==> config.mk <==
export PLATFORM = sky130hd
export DESIGN_NAME = wrr_arbiter
export DESIGN_NICKNAME = d
export VERILOG_FILES = /design/src/rtl/wrr_arb_pkg.sv /design/src/rtl/wrr_arbiter_rr_pick.sv /design/src/rtl/wrr_arbiter.sv
export SDC_FILE = /design/constraint.sdc
export NUM_CORES = 1
export LEC_CHECK = 0
export ABC_AREA = 1
export BUFFER_PORTS_ARGS = -buffer_cell sky130_fd_sc_hd__buf_4
export CORE_MARGIN = 2
export CORE_UTILIZATION = 50
export CTS_CLUSTER_DIAMETER = 80
export CTS_CLUSTER_SIZE = 10
export DETAILED_ROUTE_END_ITERATION = 7
export MAX_ROUTING_LAYER = met4
export PLACE_DENSITY_LB_ADDON = 0.1
export SYNTH_ARGS = -nofsm -noshare
export SYNTH_HDL_FRONTEND = slang
export SYNTH_HIERARCHICAL = 1
export SYNTH_SLANG_ARGS = --single-unit
==> constraint.sdc <==
create_clock -name clk -period 3.92 [get_ports clk]
set_input_delay 0.392 -clock clk [delete_from_list [all_inputs] [get_ports clk]]
set_output_delay 0.392 -clock clk [all_outputs]
set_load 0.03 [all_outputs]
==> src/rtl/wrr_arb_pkg.sv <==
// Shared types, default sizing and helpers for the weighted round-robin arbiter.
package wrr_arb_pkg;

  localparam int DEF_WIDTH    = 4;
  localparam int DEF_WEIGHT_W = 4;
  localparam int MAX_WIDTH    = 32;

  typedef enum logic {
    IDLE  = 1'b0,
    GRANT = 1'b1
  } state_e;

  // Binary index of the set bit in a one-hot (or zero) vector; returns 0 for zero.
  function automatic int unsigned onehot_to_idx(input logic [MAX_WIDTH-1:0] onehot);
    int unsigned idx;
    idx = 0;
    for (int i = 0; i < MAX_WIDTH; i++) begin
      if (onehot[i]) idx = unsigned'(i);
    end
    return idx;
  endfunction

endpackage

==> src/rtl/wrr_arbiter_rr_pick.sv <==
// Combinational rotating-priority picker: first set request at or above pointer,
// wrapping to bit 0, found by priority-encoding a doubled, masked request vector.
module rr_pick #(
  parameter int WIDTH = 4,
  parameter int ID_W  = 2
) (
  input  logic [WIDTH-1:0] request,
  input  logic [ID_W-1:0]  pointer,
  output logic [ID_W-1:0]  pick,
  output logic             pick_valid
);

  logic [WIDTH-1:0]   mask;
  logic [2*WIDTH-1:0] dbl;

  // Lower copy keeps only bits at/above pointer; upper copy supplies the wrap-around.
  assign mask = {WIDTH{1'b1}} << pointer;
  assign dbl  = {request, request & mask};

  always_comb begin
    // NOTE: combinational logic uses blocking assignments and sets every output
    // first, so no path leaves a value held and no latch is inferred.
    pick       = '0;
    pick_valid = 1'b0;
    // Descending scan: the lowest set bit is written last and wins.
    for (int i = 2*WIDTH-1; i >= 0; i--) begin
      if (dbl[i]) begin
        pick       = ID_W'(i % WIDTH);
        pick_valid = 1'b1;
      end
    end
  end

endmodule

==> src/rtl/wrr_arbiter.sv <==
// Weighted round-robin arbiter: a grantee keeps the resource for up to its weight
// in acked transactions, then the pointer rotates past it through one idle cycle.
module wrr_arbiter
  import wrr_arb_pkg::*;
#(
  parameter int WIDTH    = DEF_WIDTH,
  parameter int WEIGHT_W = DEF_WEIGHT_W,
  parameter int ID_W     = $clog2(WIDTH)
) (
  input  logic                      clk,
  input  logic                      resetb,
  input  logic [WIDTH-1:0]          request,
  input  logic                      ack,
  input  logic                      cfg_load,
  input  logic [WIDTH*WEIGHT_W-1:0] weight_cfg,
  output logic [WIDTH-1:0]          grant,
  output logic                      grant_valid,
  output logic [ID_W-1:0]           grant_id
);

  state_e              state, state_d;
  logic [ID_W-1:0]     pointer, pointer_d;
  logic [WEIGHT_W-1:0] credit, credit_d;
  logic [WIDTH-1:0]    grant_d;
  logic                grant_valid_d;
  logic [ID_W-1:0]     grant_id_d;
  logic [WEIGHT_W-1:0] weight [WIDTH];

  logic [ID_W-1:0]     pick;
  logic                pick_valid;
  logic [WEIGHT_W-1:0] pick_weight;
  logic [WEIGHT_W-1:0] credit_dec;
  logic [ID_W-1:0]     pointer_next;

  rr_pick #(
    .WIDTH (WIDTH),
    .ID_W  (ID_W)
  ) u_pick (
    .request    (request),
    .pointer    (pointer),
    .pick       (pick),
    .pick_valid (pick_valid)
  );

  // A programmed weight of zero still grants one transaction.
  assign pick_weight  = (weight[pick] == '0) ? WEIGHT_W'(1) : weight[pick];
  assign credit_dec   = credit - 1'b1;
  assign pointer_next = (grant_id == ID_W'(WIDTH-1)) ? '0 : grant_id + 1'b1;

  // NOTE: the weight bank is reset deliberately; every requester must start at
  // weight 1, so these are flops with a reset value, not an uninitialised RAM.
  always_ff @(posedge clk or negedge resetb) begin
    if (!resetb) begin
      for (int i = 0; i < WIDTH; i++) weight[i] <= WEIGHT_W'(1);
    end else if (cfg_load) begin
      for (int i = 0; i < WIDTH; i++) weight[i] <= weight_cfg[i*WEIGHT_W +: WEIGHT_W];
    end
  end

  always_comb begin
    state_d       = state;
    pointer_d     = pointer;
    credit_d      = credit;
    grant_d       = grant;
    grant_valid_d = grant_valid;
    grant_id_d    = grant_id;

    unique case (state)
      IDLE: begin
        if (pick_valid) begin
          state_d       = GRANT;
          grant_d       = WIDTH'(1) << pick;
          grant_valid_d = 1'b1;
          grant_id_d    = ID_W'(onehot_to_idx(MAX_WIDTH'(grant_d)));
          credit_d      = pick_weight;
        end
      end
      GRANT: begin
        if ((ack && (credit_dec == '0 || !request[grant_id])) ||
            (!ack && !request[grant_id])) begin
          // Turn over: completed its credit or abandoned; leftover credit is dropped.
          state_d       = IDLE;
          grant_d       = '0;
          grant_valid_d = 1'b0;
          grant_id_d    = '0;
          credit_d      = '0;
          pointer_d     = pointer_next;
        end else if (ack) begin
          credit_d = credit_dec;
        end
      end
      default: state_d = IDLE;
    endcase
  end

  // NOTE: sequential state uses non-blocking assignments so every flop samples
  // pre-edge values regardless of statement order.
  always_ff @(posedge clk or negedge resetb) begin
    if (!resetb) begin
      state       <= IDLE;
      pointer     <= '0;
      credit      <= '0;
      grant       <= '0;
      grant_valid <= 1'b0;
      grant_id    <= '0;
    end else begin
      state       <= state_d;
      pointer     <= pointer_d;
      credit      <= credit_d;
      grant       <= grant_d;
      grant_valid <= grant_valid_d;
      grant_id    <= grant_id_d;
    end
  end

endmodule

==> impl_metrics.ini <==
[grt]
use_met2_pct = 35.0
met3_usage_pct = 5.67
grt_pass1_vias = 1340
grt_use_met1_pct = 24.2
grt_busiest_layer = met2
antenna_found_initial = 0
grt_overflow = 0
grt_first_pass_wirelength_mm = 5.63
grt_usage_pct = 21.3
grt_max_degree = 31

[synthesis]
yosysMostFrequentCell = nand2_1
synth_area_per_cell_um2 = 8.35
synth_edf_count = 0
synth_top_area_share_pct = 39.4
async_flop_share_pct = 100
yosys_most_used_dff = dfrtp_1
synth_area_mm2 = 0.00165
ys_ff_latch = 30
yosys-top-cells-area = dfrtp_1 (39%), nand2_1 (13%), mux2_2 (8.9%), dfstp_2 (6.4%), inv_1 (4.5%)
synth_warnings = 6
ys_top_cells_by_count = nand2_1 (57), dfrtp_1 (26), inv_1 (20)
yosysSeqAreaShare_pct = 45.7
ys_types = 25
postSynthCellCount = 198
yosysTopAreaCell = dfrtp_1
syn_nets = 225

[placement]
gp_congestion = 0.825
port_buffers = 30
dpl_cell_area_mm2 = 0.00191
place_inst = 268
dp_hpwl_mm = 2.57

[setup_path]
critical_path.top_delay_family = simple AND/OR/NAND/NOR gates
r2r_cells = 12
timing.critical_path.buf_inv = 1
cp_max_fo = 9
crit_chain = nor2_1, nand2_1, nand3_2, nor2_1, inv_1, nand3_1, nand3_1, nor2_1, nand3_1, nand3_1, nand2_1, nand2_1
slowest_stage = dfrtp_1
end_kind = register
r2r_end = credit[0]
cp_common_cell = nand3_1
cpPeakStageDelay_ps = 410
crit_required_ps = 4200
path_class = register to register
ff2ff_setup_slack_ps = 2050
cp_data_arrival_time_ps = 2150
start_kind = register
r2r-start = pointer[1]

[power]
power_frac_seq_pct = 36.0
p_sw_share_pct = 44.5
ir_drop_v = 0.000283
power.density_mw_per_mm2 = 661
combPwrFrac_pct = 48.9
power.total_uw = 1310
pwr-share-clk_pct = 15.1
p_sw_uw = 582
p_leak_uw = 0.00102
intPower_uw = 726

[timing]
slew-limit-headroom_pct = 65.4
rsz0062_at_grt = no
setup_viol = 0
final_max_slew_viol_count = 0
finalCritPeriodShare_pct = 47.7
skew_ps = 8.34
final_hold_viol_count = 0
clock.fmax_mhz = 535
tightest_slew_ps = 518
tns_ps = 0
finalCriticalPeriod_ps = 1870

[cells_and_area]
fin_util_pct = 63.8
multi_input_area_um2 = 767
syn_to_final_growth_pct = 19.8
final_area_mm2 = 0.00198
drive_above_1_share_pct = 32.6
regArea_um2 = 756
final_cells = 277
fin_nets = 259
antenna_cells = 0
fillCellCount = 310

[die]
fp.dieH_um = 61.5
rows = 20
ioPinCount = 31
die_area_mm2 = 0.00378
die_w_um = 61.5
core_area_mm2 = 0.00310
initial_core_util_pct = 53.3

[hold_path]
holdCritStartpoint = weight_cfg[9]
whs_path_depth = 3
worstHoldPathType = input pin to register
whs_endpoint = weight[5]

[clock_tree]
clock_sinks = 30
cts_tree = built
clock_latency_ps = 330
clock_path_buffers = 2
htreeDepth = 2
cts_made_buffers = 5
clkSlewWorstSetupHoldPaths_ps = 100
root_buffer = clkbuf_4

[outcome]
status = finished, final reports clean

[route]
drt_first_iter_violations = 37
wirelength_mm = 3.31
dr.pass1.iters = 4
num_vias = 1356
drc = 0
vias_per_cell = 4.90
ant_nets = 0
wl_per_cell_um = 11.9

[flow_run]
cap_violations = 0
worst max path at each step:
stage	from	to	slack [ps]	cells after the start
after floorplan	request[2]	credit[2]	2360	12
after global placement	request[1]	credit[2]	1950	11
after detailed placement	request[1]	credit[0]	1950	12
after CTS	pointer[1]	credit[0]	2050	12
after global routing	pointer[1]	credit[1]	1840	13
final	pointer[1]	credit[0]	2050	12
cell families after synthesis:
logic type,count (synthesis),synth area share (%)
DFF,30,45.7
muxes,13,8.86
adders and majority gates,3,2.27
and+or+nand+nor,103,27.6
AOI/OAI and AO/OA,21,7.65
buffers and inverters,28,7.87
placed cells by master, fill, tap and decap left out:
cell type | Yosys | routed
o21ai_2 | 4 | 4
nand2_2 | 5 | 5
a21boi_1 | 1 | 1
clkinv_2 | 0 | 1
dlygate4sd3_1 | 0 | 1
nor2_2 | 2 | 2
dfrtp_1 | 26 | 26
bufinv_8 | 1 | 1
nand3_1 | 13 | 13
or2_2 | 1 | 1
nor3_1 | 1 | 1
ha_1 | 3 | 3
nand2_1 | 57 | 57
clkinvlp_4 | 0 | 1
buf_4 | 0 | 30
clkbuf_4 | 0 | 5
inv_1 | 20 | 20
or2_0 | 2 | 2
dfstp_2 | 4 | 4
clkbuf_8 | 0 | 1
nand3_2 | 4 | 4
o21ai_1 | 3 | 3
nor2_1 | 17 | 17
mux2_2 | 13 | 13
a21oi_1 | 2 | 2
o21ai_0 | 10 | 10
inv_2 | 3 | 3
or2_1 | 1 | 1
a21oi_2 | 1 | 1
metal layers:
layer  routed length [µm]  vias to the layer above  part of all wire (%)
met5                    0                        -                     0
li1                     -                      696                     -
met4                   59                        0                   1.8
met1                 1460                      629                    44
met2                 1640                       26                    50
met3                  146                        5                   4.4
through the flow:
stage	hold slack, ps	setup slack (ps)
global placement	337	1950
global route	256	1840
CTS	243	2050
floorplan	96.4	2360
finish	259	2050
detailed placement	342	1950
power by group through the flow:
| stage | Sequential (µW) | Combinational, µW | Clock (µW) |
|---|---|---|---|
| final | 471 | 640 | 198 |
| after global routing | 481 | 728 | 218 |
| after CTS | 471 | 644 | 208 |
| after detailed placement | 477 | 641 | 0 |
| after global placement | 473 | 626 | 0 |
| after floorplan | 516 | 440 | 0 |
worst min-delay path: stages:
cell	delay, ps
buf_4	80
nand2_1	30
o21ai_0	60
cell type report:
type                       count  share of cell area (%)
sequential                    30                    38.2
clock inverter                 2                   0.632
multi-input combinational    140                    38.7
timing repair buffer          31                    11.9
inverter                      24                    5.24
tap                           44                    2.78
clock buffer                   6                    2.59
flip-flops by register name, indices dropped and copies added, names as in the netlist:
| name | flops |
|---|---|
| pointer | 2 |
| grant | 4 |
| credit | 4 |
| state | 1 |
| weight | 16 |
| grant_valid | 1 |
| grant_id | 2 |
timing repair:
action / CTS / global route
setup buffers: 0 / 0
endpoints found under the hold margin: 26 / 0
resized for setup: 0 / 0
hold buffers: 1 / 0
Note: power is estimated with default switching activity, not from simulation.
